<file path="src/rtl/ln_int_search_pkg.sv">
// Shared constants, state type and e^k threshold table for the ln range-reduction search.
package ln_pkg;

   localparam int unsigned LN_DATA_W = 12;
   localparam int unsigned LN_IDX_W  = 4;
   localparam int unsigned LN_THR_W  = 13;
   localparam int unsigned LN_DEPTH  = 16;

   typedef enum logic [1:0] {
      ST_IDLE   = 2'd0,
      ST_SEARCH = 2'd1,
      ST_DONE   = 2'd2
   } ln_state_e;

   typedef logic [LN_THR_W-1:0] ln_thr_t;

   // Rounded Q4.8 e^k, indexed by idx = k + 8; entries above idx 10 exceed any 12-bit x.
   localparam ln_thr_t LN_THRESH [LN_DEPTH] = '{
      13'd0,    13'd0,    13'd1,    13'd2,
      13'd5,    13'd13,   13'd35,   13'd94,
      13'd256,  13'd696,  13'd1892, 13'd4096,
      13'd4096, 13'd4096, 13'd4096, 13'd4096
   };

endpackage

</file>
<file path="src/rtl/ln_int_search_if.sv">
// Operand/result valid-ready bus for ln_int_search.
interface ln_int_search_if;
   import ln_pkg::*;

   logic                 in_valid;
   logic                 in_ready;
   logic [LN_DATA_W-1:0] in_x;
   logic                 out_valid;
   logic                 out_ready;
   logic [LN_IDX_W-1:0]  out_k;
   logic [LN_DATA_W-1:0] out_resid;
   logic                 out_zero;

   modport master (
      output in_valid, in_x, out_ready,
      input  in_ready, out_valid, out_k, out_resid, out_zero
   );

   modport slave (
      input  in_valid, in_x, out_ready,
      output in_ready, out_valid, out_k, out_resid, out_zero
   );

endinterface

</file>
<file path="src/rtl/ln_thresh_rom.sv">
// Combinational lookup of the e^k threshold for a table index.
module ln_thresh_rom
   import ln_pkg::*;
(
   input  logic [LN_IDX_W-1:0] i_idx,
   output ln_thr_t             o_thr
);

   assign o_thr = LN_THRESH[i_idx];

endmodule

</file>
<file path="src/rtl/ln_int_search.sv">
// Successive-approximation floor(ln x) search: one threshold compare per cycle,
// returns k in two's complement plus the residual x - T(k).
module ln_int_search
   import ln_pkg::*;
#(
   parameter int unsigned DATA_W = LN_DATA_W,
   parameter int unsigned IDX_W  = LN_IDX_W
) (
   input  logic           clk,
   input  logic           rst_n,
   ln_int_search_if.slave bus
);

   if (DATA_W != 12) begin : g_bad_data_w
      $error("ln_int_search: threshold table only defined for DATA_W == 12");
   end
   if (IDX_W != 4) begin : g_bad_idx_w
      $error("ln_int_search: IDX_W must be 4");
   end

   ln_state_e         r_state,     w_nxt_state;
   logic [DATA_W-1:0] r_x,         w_nxt_x;
   logic [IDX_W-1:0]  r_idx,       w_nxt_idx;
   logic [1:0]        r_bit,       w_nxt_bit;
   logic [DATA_W-1:0] r_thr,       w_nxt_thr;
   logic              r_in_ready,  w_nxt_in_ready;
   logic              r_out_valid, w_nxt_out_valid;
   logic [IDX_W-1:0]  r_out_k,     w_nxt_out_k;
   logic [DATA_W-1:0] r_out_resid, w_nxt_out_resid;
   logic              r_out_zero,  w_nxt_out_zero;

   logic [IDX_W-1:0]  w_trial;
   ln_thr_t           w_thr;
   logic              w_ge;
   logic [IDX_W-1:0]  w_fidx;
   logic [DATA_W-1:0] w_fthr;

   ln_thresh_rom u_rom (
      .i_idx (w_trial),
      .o_thr (w_thr)
   );

   // r_thr tracks T[r_idx] so the residual needs no second table lookup.
   assign w_trial = r_idx | (IDX_W'(1) << r_bit);
   assign w_ge    = {1'b0, r_x} >= w_thr;
   assign w_fidx  = w_ge ? w_trial : r_idx;
   assign w_fthr  = w_ge ? w_thr[DATA_W-1:0] : r_thr;

   always_comb begin
      w_nxt_state     = r_state;
      w_nxt_x         = r_x;
      w_nxt_idx       = r_idx;
      w_nxt_bit       = r_bit;
      w_nxt_thr       = r_thr;
      w_nxt_out_valid = r_out_valid;
      w_nxt_out_k     = r_out_k;
      w_nxt_out_resid = r_out_resid;
      w_nxt_out_zero  = r_out_zero;
      case (r_state)
         ST_IDLE: begin
            if (bus.in_valid && r_in_ready) begin
               w_nxt_state = ST_SEARCH;
               w_nxt_x     = bus.in_x;
               w_nxt_idx   = '0;
               w_nxt_bit   = 2'd3;
               w_nxt_thr   = '0;
            end
         end
         ST_SEARCH: begin
            w_nxt_idx = w_fidx;
            w_nxt_thr = w_fthr;
            w_nxt_bit = 2'(r_bit - 2'd1);
            if (r_bit == 2'd0) begin
               w_nxt_state     = ST_DONE;
               w_nxt_out_valid = 1'b1;
               w_nxt_out_k     = w_fidx ^ IDX_W'(8);
               w_nxt_out_resid = r_x - w_fthr;
               w_nxt_out_zero  = (r_x == '0);
            end
         end
         ST_DONE: begin
            if (bus.out_ready) begin
               w_nxt_state     = ST_IDLE;
               w_nxt_out_valid = 1'b0;
            end
         end
         default: w_nxt_state = ST_IDLE;
      endcase
      w_nxt_in_ready = (w_nxt_state == ST_IDLE);
   end

   always_ff @(posedge clk or negedge rst_n) begin
      if (!rst_n) begin
         r_state     <= ST_IDLE;
         r_x         <= '0;
         r_idx       <= '0;
         r_bit       <= '0;
         r_thr       <= '0;
         r_in_ready  <= 1'b0;
         r_out_valid <= 1'b0;
         r_out_k     <= '0;
         r_out_resid <= '0;
         r_out_zero  <= 1'b0;
      end else begin
         r_state     <= w_nxt_state;
         r_x         <= w_nxt_x;
         r_idx       <= w_nxt_idx;
         r_bit       <= w_nxt_bit;
         r_thr       <= w_nxt_thr;
         r_in_ready  <= w_nxt_in_ready;
         r_out_valid <= w_nxt_out_valid;
         r_out_k     <= w_nxt_out_k;
         r_out_resid <= w_nxt_out_resid;
         r_out_zero  <= w_nxt_out_zero;
      end
   end

   assign bus.in_ready  = r_in_ready;
   assign bus.out_valid = r_out_valid;
   assign bus.out_k     = r_out_k;
   assign bus.out_resid = r_out_resid;
   assign bus.out_zero  = r_out_zero;

endmodule

</file>
<file path="src/flat_wrapper.sv">
// flat-port wrapper written by rule: the top's interface ports become plain ports
module ln_int_search_flat import ln_pkg::*;
#(
   parameter int unsigned DATA_W = LN_DATA_W,
   parameter int unsigned IDX_W  = LN_IDX_W
)
  (clk, rst_n, bus_in_valid, bus_in_x, bus_out_ready, bus_in_ready, bus_out_valid, bus_out_k, bus_out_resid, bus_out_zero);
  ln_int_search_if bus_i ();
  input  logic clk;
  input  logic rst_n;
  input wire logic [$bits(bus_i.in_valid)-1:0] bus_in_valid;
  input wire logic [$bits(bus_i.in_x)-1:0] bus_in_x;
  input wire logic [$bits(bus_i.out_ready)-1:0] bus_out_ready;
  output wire logic [$bits(bus_i.in_ready)-1:0] bus_in_ready;
  output wire logic [$bits(bus_i.out_valid)-1:0] bus_out_valid;
  output wire logic [$bits(bus_i.out_k)-1:0] bus_out_k;
  output wire logic [$bits(bus_i.out_resid)-1:0] bus_out_resid;
  output wire logic [$bits(bus_i.out_zero)-1:0] bus_out_zero;
  assign bus_i.in_valid = bus_in_valid;
  assign bus_i.in_x = bus_in_x;
  assign bus_i.out_ready = bus_out_ready;
  assign bus_in_ready = bus_i.in_ready;
  assign bus_out_valid = bus_i.out_valid;
  assign bus_out_k = bus_i.out_k;
  assign bus_out_resid = bus_i.out_resid;
  assign bus_out_zero = bus_i.out_zero;
  ln_int_search #(.DATA_W(DATA_W), .IDX_W(IDX_W)) u_core (.clk(clk), .rst_n(rst_n), .bus(bus_i));
endmodule
</file>
<file path="config.mk">
export PLATFORM = sky130hd
export DESIGN_NAME = ln_int_search_flat
export DESIGN_NICKNAME = d
export VERILOG_FILES = /design/src/rtl/ln_int_search_pkg.sv /design/src/rtl/ln_int_search_if.sv /design/src/rtl/ln_thresh_rom.sv /design/src/rtl/ln_int_search.sv /design/src/flat_wrapper.sv
export SDC_FILE = /design/constraint.sdc
export NUM_CORES = 1
export LEC_CHECK = 0
export CAP_MARGIN = 40
export CORE_UTILIZATION = 57
export DETAILED_ROUTE_END_ITERATION = 16
export PLACE_DENSITY = 0.81
export SYNTH_ARGS = -nofsm -noshare
export SYNTH_HDL_FRONTEND = slang
export SYNTH_SLANG_ARGS = --single-unit
</file>
<file path="constraint.sdc">
create_clock -name clk -period 5.6 [get_ports clk]
set_input_delay 1.12 -clock clk [delete_from_list [all_inputs] [get_ports clk]]
set_output_delay 1.12 -clock clk [all_outputs]
set_load 0.005 [all_outputs]
</file>
======== Word level (Yosys, flattened, before mapping) ========
Memories as Yosys holds them, arrays and structs flattened.
Index checks and enable logic that the tools add are counted.
word-level totals
  register bits after elaboration ......... 51
  ROM bits ................................ 208
  input bits .............................. 16
  output and inout bits ................... 19
  logic and storage cells ................. 52
  memories ................................ 1
memories
  memory            words  width  rd ports  clocked after Yosys merged registers in  wr ports  line                RTL
  (name not given)  16     13     1         0                                        0         ln_thresh_rom.sv:9  assign o_thr = LN_THRESH[i_idx];
cells by class
  $add $sub $neg .......................... 2
  magnitude comparators ................... 2
  equality and inequality tests ........... 5
  shift-type cells ........................ 1
  muxes and demuxes ....................... 17
  bitwise operators ....................... 3
  reduce and logical (&&, ||, !) cells .... 11
operators by type and width
  kind                   count
  $mux W13               2
  $mux W12               2
  $pmux W12 S2           1
  $ge A12 B13 Y1         1
  $logic_not A12 Y1      1
  $sub A12 B12 Y12       1
  $mux W2                4
  $mux W4                2
  $pmux W4 S2            1
  $logic_not A2 Y1       3
  $pmux W2 S3            1
  $reduce_and A2 Y1      3
  $ge A5 B5 Y1 const B   1
  $not A4 Y5             1
  $ne A2 B1 Y1 const B   2
  $or A4 B4 Y4           1
  $pmux W2 S2            1
  $reduce_bool A2 Y1     2
  $shl A1 B2 Y4 const A  1
  $reduce_and A3 Y1      1
  $eq A2 B1 Y1 const B   1
  $eq A2 B2 Y1 const B   1
  $mux W1                2
  $ne A2 B2 Y1 const B   1
  other kinds (4)        4

======== Longest topological paths before layout ========
Gate-level depths: netlist of run 1.
  depth in word-level cells ............... 9
  depth in mapped cells ................... 23
  gate-level depth less buffers ........... 22

======== By module ========
Synthesis of run 1 repeated with hierarchy kept, for this count alone.
second synthesis, totals
  cells, all modules ...................... 369
  area, all modules ....................... 3269.4 um^2
by module, submodules not included
  module         times used  cells each  area an instance (um^2)  seq. area each (um^2)
  ln_int_search  1           342         3066.7                   1276.2
  ln_thresh_rom  1           27          202.7                    0.0

======== Least setup slack after synthesis of run 1 ========
No wires, ideal clock.
  kind .................................... reg-to-reg
  from .................................... register u_core.r_bit[0]
  to ...................................... register u_core.r_out_resid[9] (netlist: u_core.bus.out_resid[9])
  library setup time ...................... 0.095 ns
  arrival ................................. 4.908 ns
  data required time ...................... 5.505 ns
  setup slack ............................. 0.597 ns
  cell stages (with the launch flop) ...... 21
  buffers on the path ..................... 2
  clock period less this slack ............ 5.003 ns
  cells stage by stage .................... dfrtp_1 > ha_1 > nor2_1 > inv_1 > ha_1 > nor4_1 > inv_1 > ha_1 > a2111o_1 > a21o_1 > o311ai_4 > clkbuf_1 > clkbuf_1 > o21a_1 > ha_1 > a21o_1 > a21o_1 > a31oi_1 > a22oi_1 > o31a_1 > o31ai_1
on the way
  word-level cells in the longest chain between the ends .. 9
  elaborated cells between the ends (all ways) .. 11
  those cells by class .................... 1 x add/sub; 1 x order compare; 1 x shift; 3 x mux; 2 x bitwise; 2 x reduce/logical; 1 x memory
ends and longest elaborated chain
  element                                       line                  RTL
  from (decl)                                   ln_int_search.sv:24   logic [1:0] r_bit, w_nxt_bit;
  from (signal assigned)                        ln_int_search.sv:108  r_bit <= w_nxt_bit;
  $shl A1 B2 Y4                                 ln_int_search.sv:44   assign w_trial = r_idx | (IDX_W'(1) << r_bit);
  $or A4 B4 Y4                                  ln_int_search.sv:44
  $not A4 Y5 (not written as such)              ln_thresh_rom.sv:9
  $mem_v2 Z16 W13                               -
  $mux W13 (not written as such) (2 in series)  ln_thresh_rom.sv:9
  $ge A12 B13 Y1                                ln_int_search.sv:45   assign w_ge = {1'b0, r_x} >= w_thr;
  $mux W12                                      ln_int_search.sv:47   assign w_fthr = w_ge ? w_thr[DATA_W-1:0] : r_thr;
  $sub A12 B12 Y12                              ln_int_search.sv:77   w_nxt_out_resid = r_x - w_fthr;
  to (signal assigned)                          ln_int_search.sv:113  r_out_resid <= w_nxt_out_resid;
  to (decl)                                     ln_int_search.sv:29   logic [DATA_W-1:0] r_out_resid, w_nxt_out_resid;
Parallel ways exist; a longest one is shown, timed or not. The select of a mux whose other input is x is not followed.
A chain may end at the register's enable or synchronous reset.

======== Worst setup path in the final report of run 1 ========
  from .................................... register u_core.r_bit[0]
  to ...................................... register u_core.r_out_resid[8] (netlist: u_core.bus.out_resid[8])
The elaborated chain is that of the path after synthesis.

==> qor.yml, run 1 <==
finalSetupViolations: 0
postSynthCellCount: 361
synth_nets: 406
path_cells: "ha_1, nor2_1, inv_1, ha_1, nor4_1, inv_1, ha_1, a2111o_1, a21o_1, o311ai_4, inv_1, nand2_1, nand2_1, ha_1, fa_1, inv_1, a31oi_1, a221o_1, a211o_1, nand3_1"
grt_max_degree: 33
antenna_found_initial: 0
cp-start-kind: "flop"
whs_path_depth: 2
start_util: 0.604
r2r-start: "u_core.r_bit[0]$_DFFE_PN0P_"
slew_violations: 0
grt_usage: 0.270
dr.pass1.iters: 4
reg2reg_slack_ns: 0.41
via_per_inst: 5.92
fin_crit_sh: 0.926
cts_buffers: 5
status: "finished clean"
hold_class: "flop to flop"
cp_slowest_stage_delay_ns: 0.47
diodes: 0
htreeDepth: 2
synthTopCellsByCount: "63 x nand2_1, 51 x dfrtp_1, 35 x o21ai_0"
end_kind: "flop"
r2r_end: "u_core.bus.out_resid[8]$_DFFE_PN0P_"
crit_fanout: 10
row_count: 26
clockRootBuffer: "clkbuf_8"
critical_path_required_ns: 5.85
clkSinkCount: 51
setup_tns_ns: 0
synth_ff_type: "dfrtp_1"
postSynth.asyncResetShare: 1.00
dr_total_vias: 2741
hpwlAfterDp_mm: 5.53
yosysWarnings: 0
gp_congestion: 0.898
clk-insertion-delay-late_ns: 0.31
tightest_slew_ns: 0.747
synthTopCellsByArea: "dfrtp_1 41%, ha_1 11%, nand2_1 7.5%"
fin_crit_ns: 5.19
drt_iter0_drc: 143
fmax_mhz: 193
die_h_microns: 76.3
hold_viol: 0
final_util: 0.703
core_area_sq_um: 5200
syn_to_final_growth_pct: 16.4
ff_latch_area_sq_um: 1280
synth-edff-count: 0
ys_seq_area_frac: 0.406
cp_data_arrival_time_ns: 5.43
clkTransAtPathRegs_ns: 0.09
yosysMostFrequentCell: "nand2_1"
crit_type: "flop to flop"
r2r_cells: 20
grt_overflow: 0
cp_slowest_cell: "o311ai_4"
yosysUniqueCellTypes: 49
fin_nets: 437
clockBufferDepth: 2
synth_area_sq_um: 3140
ant_nets: 0
hold_start: "u_core.bus.out_resid[10]$_DFFE_PN0P_"
drv_cap: 0
synth_top_area_share: 0.406
syn_area_per_cell_sq_um: 8.71
drc: 0
fin_worst_skew_ns: 0.00486
multi_input_area_sq_um: 1730
synth_seq_cells: 51
hold-path-endpoint: "u_core.bus.out_resid[10]$_DFFE_PN0P_"
cts_tree: "built"
slew_headroom: 0.502
grt_pass1_wl_mm: 12.5
die_x_microns: 76.3
post_drt_wl_per_cell_microns: 15.7
synth_area_leader_cell: "dfrtp_1"
rsz0062_at_grt: "false"
ios: 35
drive_gt1_frac: 0.0534
hold_buffers: 0
grt_pass1_vias: 2671
dieArea_sq_um: 5810
wirelength_mm: 7.26
n_fill_cell: 436
portBuffers: 34
-- cell usage in the layout (no fill, tap or decap), types with 3 or more instances in the layout --
master / netlist / final
a31oi_1: 6 / 5
and3_1: 7 / 7
dfrtp_1: 51 / 51
clkbuf_8: 0 / 5
a21oi_1: 22 / 22
nor4_1: 5 / 5
nand3_1: 21 / 21
nor2_1: 19 / 19
o211ai_1: 3 / 3
nand2_1: 63 / 63
ha_1: 28 / 28
nand4_1: 4 / 4
o21ai_0: 35 / 35
inv_1: 23 / 23
nor3_1: 3 / 3
a21o_1: 7 / 7
clkdlybuf4s50_1: 0 / 33
buf_4: 0 / 3
a211o_1: 3 / 3
xnor2_1: 7 / 7
-- critical path, delay by kind of cell, from the launching register on --
kind            cells  cell delay [ns]
simple gates        5             0.84
flops               1             0.44
compound gates      6             1.85
buf+inv             4             0.61
fa+ha+maj           5             1.38
-- sequential cells by signal, summed over array words and instances (netlist names) --
signal,count
u_core.bus.in_ready,1
u_core.bus.out_k,4
u_core.bus.out_resid,12
u_core.bus.out_valid,1
u_core.bus.out_zero,1
u_core.r_bit,2
u_core.r_idx,4
u_core.r_state,2
u_core.r_thr,12
u_core.r_x,12
-- layer usage --
metal  track usage  wire length [microns]
met1         0.361                   3330
met4        0.0904                     95
met5             0                      0
met2         0.444                   3450
met3        0.0491                    392
-- layout make-up --
| cell class | count | share of cell area |
|---|---|---|
| multi-input combinational | 272 | 0.473 |
| sequential | 51 | 0.349 |
| timing repair buffer | 39 | 0.107 |
| tap | 70 | 0.0239 |
| inverter | 23 | 0.0236 |
| clock buffer | 6 | 0.0198 |
| clock inverter | 2 | 0.00342 |
-- repair_timing --
action / 4_1_cts / 5_1_grt
buffers inserted: 0 / 0
gates resized for setup: 0 / 1
setup endpoints to repair: 0 / 1
-- logic make-up after synthesis --
| group | Yosys count | share of synthesized area |
|---|---|---|
| multiplexers | 2 | 0.00756 |
| flip-flops | 51 | 0.406 |
| XOR/XNOR | 7 | 0.0195 |
| adder cells (fa/ha/maj) | 31 | 0.125 |
| buffers and inverters | 38 | 0.0454 |
| AO/OA/AOI/OAI | 98 | 0.203 |
| AND/OR/NAND/NOR | 134 | 0.194 |
-- how the worst max path moves through the flow --
stage / startpoint / end / slack (ns)
2_1_floorplan: u_core.r_bit[0]$_DFFE_PN0P_ / u_core.bus.out_resid[9]$_DFFE_PN0P_ / 0.60
3_3_place_gp: u_core.r_bit[0]$_DFFE_PN0P_ / u_core.bus.out_resid[9]$_DFFE_PN0P_ / 0.62
3_5_place_dp: u_core.r_bit[0]$_DFFE_PN0P_ / u_core.bus.out_resid[9]$_DFFE_PN0P_ / 0.48
4_1_cts: u_core.r_bit[0]$_DFFE_PN0P_ / u_core.bus.out_resid[9]$_DFFE_PN0P_ / 0.45
5_1_grt: u_core.r_bit[0]$_DFFE_PN0P_ / u_core.bus.out_resid[10]$_DFFE_PN0P_ / 0.05
6_report: u_core.r_bit[0]$_DFFE_PN0P_ / u_core.bus.out_resid[8]$_DFFE_PN0P_ / 0.41
-- per-stage QoR --
stage | area [sq um] | hold slack (ns) | setup slack (ns) | instances
floorplan | 3140 | 0.466 | 0.597 | 361
global placement | 3530 | 0.458 | 0.617 | 453
detailed placement | 3570 | 0.468 | 0.476 | 455
CTS | 3650 | 0.488 | 0.447 | 463
global route | 3660 | 0.518 | 0.0538 | 463
finish | 3660 | 0.480 | 0.413 | 463
Power of run 1 is left out: the tool's default activity adds up to more than one toggle a clock period on the data nets, which glitch-free logic cannot reach.
==> run 2: changes to the inputs <==
Settings changed: PLACE_DENSITY 0.81 to default, PLACE_DENSITY_LB_ADDON from default to 0.3, SETUP_SLACK_MARGIN from default to 0.3.
==> run 2 against run 1 <==
Sequential cell count did not move. Die area did not move. Critical endpoint unchanged. Via count fell by 1.5%. Cell count did not move. Global-route usage rose by 0.059 points. Setup slack improved by 0.18 ns. Sequential share of layout area fell by 0.39 points. Hold slack improved by 0.0011 ns. Non-clock buffer count did not move. Fmax rose by 3.5%.
==> qor.yml, run 2 (same netlist as run 1, synthesis figures left out) <==
status: "finished clean"
final_util: 0.711  # +0.00793
mostFrequentLayoutCell: "nand2_1"
die_x_microns: 76.3  # unchanged
clkSinkCount: 51  # unchanged
core_area_sq_um: 5200  # unchanged
dr_total_vias: 2700  # -1.5%
cpMostUsedCell: "inv_1"
antenna_found_initial: 0  # unchanged
drc: 0  # unchanged
crit_type: "flop to flop"
fin_nets: 437  # unchanged
crit_buf_inv: 5  # +1
final_cell_mix: "63 x nand2_1, 51 x dfrtp_1, 35 x o21ai_0, 33 x clkdlybuf4s50_1, 28 x ha_1"
drt_iter0_drc: 266  # +86%
diodes: 0  # unchanged
hold_class: "flop to flop"
end_kind: "flop"
critical_path_required_ns: 5.84  # about the same
grt_pass1_vias: 2601  # -2.6%
slew_violations: 0  # unchanged
grt_pass1_wl_mm: 12.4  # -0.66%
hpwlAfterDp_mm: 5.40  # -2.2%
drv_cap: 0  # unchanged
cp_slowest_cell: "fa_1"
grt_usage: 0.271  # +0.000590
clockRootBuffer: "clkbuf_8"
fin_crit_ns: 5.01  # -0.176 ns
grt_max_degree: 35  # +6.1%
cp_slowest_stage_delay_ns: 0.42  # -0.05 ns
portBuffers: 34  # unchanged
htreeDepth: 2  # unchanged
finalSetupViolations: 0  # unchanged
crit_fanout: 7  # -3
via_per_inst: 5.83  # -1.5%
wirelength_mm: 7.10  # -2.2%
cts_tree: "built"
setup_tns_ns: 0  # unchanged
hold_buffers: 0  # unchanged
clkTransAtPathRegs_ns: 0.09  # about the same
row_count: 26  # unchanged
slew_headroom: 0.525  # +0.0230
ant_nets: 0  # unchanged
post_drt_wl_per_cell_microns: 15.3  # -2.2%
rsz0062_at_grt: "false"
cts_buffers: 5  # unchanged
clockBufferDepth: 2  # unchanged
dieArea_sq_um: 5810  # unchanged
ios: 35  # unchanged
syn_to_final_growth_pct: 17.7
cp_data_arrival_time_ns: 5.25  # -0.18 ns
hold_viol: 0  # unchanged
dr.pass1.iters: 4  # unchanged
fin_worst_skew_ns: 0.00319  # -0.00168 ns
grt_overflow: 0  # unchanged
n_fill_cell: 423  # -3.0%
tightest_slew_ns: 0.710  # -0.0362 ns
fin_crit_sh: 0.895  # -0.0315
fmax_mhz: 200  # +3.5%
die_h_microns: 76.3  # unchanged
start_util: 0.604  # unchanged
drive_gt1_frac: 0.0611  # +0.00763
clk-insertion-delay-late_ns: 0.30  # about the same
cp-start-kind: "flop"
gp_congestion: 0.910  # +1.4%
path_cells: "inv_1, ha_1, nor2_1, inv_1, ha_1, nor4_1, inv_1, ha_1, a2111o_1, a21o_1, o311ai_4, inv_1, nand2_1, nand2_1, ha_1, fa_1, inv_1, a31oi_2, a221o_1, a211o_1, nand3_1"
cp_top_family: "compound AO/OA/AOI/OAI gates"
[run 2: cell count changes in the layout (fill, tap and decap cells not counted), sizes merged]
| cell | before | now |
|---|---|---|
| clkinvlp | 1 | 0 |
| bufinv | 0 | 1 |
[run 2: layout make-up]
| type | count | area, sq um | share of cell area |
|---|---|---|---|
| Tap cell | 70 | 87.6 | 0.0237 |
| Multi-Input combinational cell | 272 | 1740 | 0.470 |
| Timing Repair Buffer | 39 | 393 | 0.106 |
| Inverter | 23 | 86.3 | 0.0233 |
| Clock buffer | 6 | 82.6 | 0.0223 |
| Sequential cell | 51 | 1280 | 0.345 |
| Clock inverter | 2 | 35.0 | 0.00947 |
[run 2: worst register-to-register path, delay by kind of cell, from the launching register on]
kind                     cells  cell delay, ns
AO/OA/AOI/OAI                6            1.70
adder cells (fa/ha/maj)      5            1.36
AND/OR/NAND/NOR              5            0.80
buffers and inverters        5            0.69
flip-flops                   1            0.40
[run 2: path summary, 6_finish.rpt]
path / startpoint / endpoint / slack [ns] / depth (start not counted)
min: u_core.bus.out_resid[2]$_DFFE_PN0P_ / u_core.bus.out_resid[2]$_DFFE_PN0P_ / 0.48 / 2
max: u_core.r_bit[1]$_DFFE_PN0P_ / u_core.bus.out_resid[8]$_DFFE_PN0P_ / 0.59 / 21
min reg2reg: u_core.bus.out_resid[2]$_DFFE_PN0P_ / u_core.bus.out_resid[2]$_DFFE_PN0P_ / 0.48 / 2
max reg2reg: u_core.r_bit[1]$_DFFE_PN0P_ / u_core.bus.out_resid[8]$_DFFE_PN0P_ / 0.59 / 21
min in group asynchronous: rst_n / u_core.bus.out_resid[1]$_DFFE_PN0P_ / 0.74 / 1
max in group asynchronous: rst_n / u_core.r_thr[8]$_DFFE_PN0P_ / 4.35 / 2
[run 2: through the flow]
step	hold slack [ns]	worst slack, ns	area (sq um)	instances
final	0.482	0.590	3700	463
after global routing	0.511	0.286	3700	463
after CTS	0.488	0.541	3680	463
after detailed placement	0.468	0.612	3570	455
after global placement	0.458	0.705	3530	453
after floorplan	0.466	0.597	3140	361
[run 2: layer usage]
metal	GRT usage	routed length [microns]
met2	0.450	3320
met3	0.0443	327
met5	0	0
met4	0.0673	74
met1	0.371	3390
[run 2: repair_timing]
item,in CTS,in global routing
endpoints found under the setup margin,0,4
buffers inserted,0,0
endpoints found under the hold margin,0,0
resized for setup,0,3
Power of run 2 is left out for the same reason.
==> run 3: changes to the inputs <==
Settings changed: SYNTH_HIERARCHICAL from default to 1.
==> run 3 against run 2 <==
Die area increased by 3.9%. Synthesized cell count is 2.2% higher. Hold slack better by 0.0034 ns. Routed wire length increased by 4.9%. Highest routed layer unchanged. Core utilization shrank 1.1 points. First-iteration DRC count down 20%. Critical path type unchanged. Cell count rose by 2.8%. Setup slack lost 0.11 ns. Non-clock buffer count stayed put. Via count is 3.3% higher. Clock skew up 0.0077 ns. Area after synthesis is 4.0% higher.
==> qor.yml, run 3 <==
status: "finished clean"
clk-insertion-delay-late_ns: 0.31  # about the same
clkSinkCount: 51  # unchanged
diodes: 0  # unchanged
drc: 0  # unchanged
synthTopCellsByArea: "dfrtp_1 39%, ha_1 9.6%, nand2_1 6.0%"
clkTransAtPathRegs_ns: 0.09  # about the same
grt_overflow: 0  # unchanged
grt_pass1_wl_mm: 12.3  # -1.3%
htreeDepth: 2  # unchanged
hold_viol: 0  # unchanged
final_cell_mix: "52 x nand2_1, 51 x dfrtp_1, 33 x clkdlybuf4s50_1, 31 x o21ai_0"
synth_nets: 411  # +1.2%
setup_tns_ns: 0  # unchanged
finalSetupViolations: 0  # unchanged
antenna_found_initial: 0  # unchanged
gp_congestion: 0.852  # -6.4%
syn_area_per_cell_sq_um: 8.86  # +1.8%
synth_ff_type: "dfrtp_1"
dieArea_sq_um: 6040  # +3.9%
worst_slack_ns: 0.476  # -0.114 ns
dr.pass1.iters: 5  # +1
ios: 35  # unchanged
hold_buffers: 0  # unchanged
clockBufferDepth: 2  # unchanged
cp-start-kind: "flop"
r2r-start: "u_core/r_bit[0]$_DFFE_PN0P_"
tightest_slew_ns: 0.898  # +0.187 ns
clockRootBuffer: "clkbuf_8"
postSynthCellCount: 369  # +2.2%
post_drt_wl_per_cell_microns: 15.7  # +2.0%
row_count: 27  # +3.8%
synthTopCellsByCount: "52 x nand2_1, 51 x dfrtp_1, 33 x o21ai_0"
hpwlAfterDp_mm: 5.44  # +0.69%
crit_path_start: "u_core/r_bit[0]$_DFFE_PN0P_"
synth_seq_cells: 51  # unchanged
place_ws_ns: 0.318  # -0.294 ns
grt_max_degree: 52  # +49%
crit_fanout: 8  # +1
wirelength_mm: 7.45  # +4.9%
yosysWarnings: 6  # +6
fin_crit_sh: 0.915  # +0.0203
cp_data_arrival_time_ns: 5.36  # +0.11 ns
rsz0062_at_grt: "false"
hold_start: "u_core/bus.out_k[3]$_DFFE_PN0P_"
drt_iter0_drc: 213  # -20%
postSynth.asyncResetShare: 1.00  # unchanged
cts_buffers: 5  # unchanged
ant_nets: 0  # unchanged
core_area_sq_um: 5510  # +5.8%
hold_class: "flop to flop"
synth_area_sq_um: 3270  # +4.0%
portBuffers: 34  # unchanged
start_util: 0.594  # -0.0101
yosysUniqueCellTypes: 58  # +18%
drv_cap: 0  # unchanged
multi_input_area_sq_um: 1880  # +8.3%
syn_to_final_growth_pct: 17.8
end_kind: "flop"
synth_top_area_share: 0.390  # -0.0157
whs_ns: 0.485  # +0.00343 ns
fin_worst_skew_ns: 0.0109  # +0.00767 ns
slew_violations: 0  # unchanged
yosysMostFrequentCell: "nand2_1"
n_fill_cell: 437  # +3.3%
grt_usage: 0.261  # -0.00956
synth_area_leader_cell: "dfrtp_1"
grt_pass1_vias: 2540  # -2.3%
ys_seq_area_frac: 0.390  # -0.0157
mostFrequentLayoutCell: "nand2_1"
fmax_mhz: 195  # -2.2%
ff_latch_area_sq_um: 1280  # unchanged
slew_headroom: 0.400  # -0.125
critical_path_required_ns: 5.84  # about the same
via_per_inst: 5.86  # +0.51%
die_x_microns: 77.7  # +1.9%
cts_tree: "built"
fin_crit_ns: 5.12  # +0.114 ns
synth-edff-count: 0  # unchanged
crit_type: "flop to flop"
die_h_microns: 77.7  # +1.9%
fin_nets: 445  # +1.8%
drive_gt1_frac: 0.126  # +0.0652
dr_total_vias: 2790  # +3.3%
==> run 3: area by class of cell <==
type,count,share of cell area
clock inverter,2,0.00909
inverter,28,0.0273
clock buffer,6,0.0214
multi-input combinational,278,0.489
tap,72,0.0234
sequential,51,0.331
timing repair buffer,39,0.0987
==> run 3: layer usage <==
| metal | up-vias | GRT usage | share of wire |
|---|---|---|---|
| met1 | 1335 | 0.355 | 0.46 |
| met4 | 0 | 0.0698 | 0.011 |
| li1 | 1343 | - | - |
| met2 | 103 | 0.431 | 0.47 |
| met5 | - | 0 | 0 |
| met3 | 9 | 0.0435 | 0.055 |
==> run 3: metrics by stage <==
stage,instance area [sq um],std cells,utilization
2_1_floorplan,3270,369,-
3_3_place_gp,3670,466,0.666
3_5_place_dp,3680,467,0.669
4_1_cts,3800,475,0.690
5_1_grt,3850,476,0.700
6_report,3850,476,0.700
==> run 3: final timing paths <==
| check | slack [ns] | depth (start not counted) | to |
|---|---|---|---|
| setup / recovery | 0.48 | 23 | u_core/bus.out_resid[10]$_DFFE_PN0P_ |
| hold / removal | 0.49 | 1 | u_core/bus.out_k[3]$_DFFE_PN0P_ |
| setup reg to reg | 0.48 | 23 | u_core/bus.out_resid[10]$_DFFE_PN0P_ |
| hold reg to reg | 0.49 | 1 | u_core/bus.out_k[3]$_DFFE_PN0P_ |
| max in group asynchronous | 4.26 | 2 | u_core/r_thr[6]$_DFFE_PN0P_ |
| min in group asynchronous | 0.90 | 2 | u_core/bus.out_k[1]$_DFFE_PN0P_ |
==> run 3: kinds of logic after synthesis <==
| logic type | share of synthesized area |
|---|---|
| AND/OR/NAND/NOR | 0.182 |
| XOR/XNOR | 0.0455 |
| AO/OA/AOI/OAI | 0.219 |
| multiplexers | 0.00651 |
| flip-flops | 0.390 |
| buffers and inverters | 0.0471 |
| other | 0.00115 |
| adder cells (fa/ha/maj) | 0.108 |
==> run 3: critical path, cell delays in order (launching register included) <==
cell and delay, ns:
dfrtp_1 0.43, inv_1 0.09, ha_2 0.22, or2_4 0.28, inv_1 0.09, ha_2 0.28
nor2_1 0.12, inv_1 0.06, ha_1 0.31, nand4b_4 0.14, or4_4 0.56, o211a_4 0.19
nand2_1 0.09, mux2_2 0.35, ha_1 0.22, fa_2 0.36, o31a_1 0.11, o311a_1 0.16
o31ai_4 0.23, a31oi_1 0.14, o21ai_1 0.23, a41oi_2 0.15, xor2_1 0.16, o21ai_1 0.11
==> run 3: what timing repair did <==
action,CTS,global route
hold endpoints to repair,0,0
buffers inserted,0,1
resized for setup,0,13
endpoints found under the setup margin,0,4
Power of run 3 is left out for the same reason.
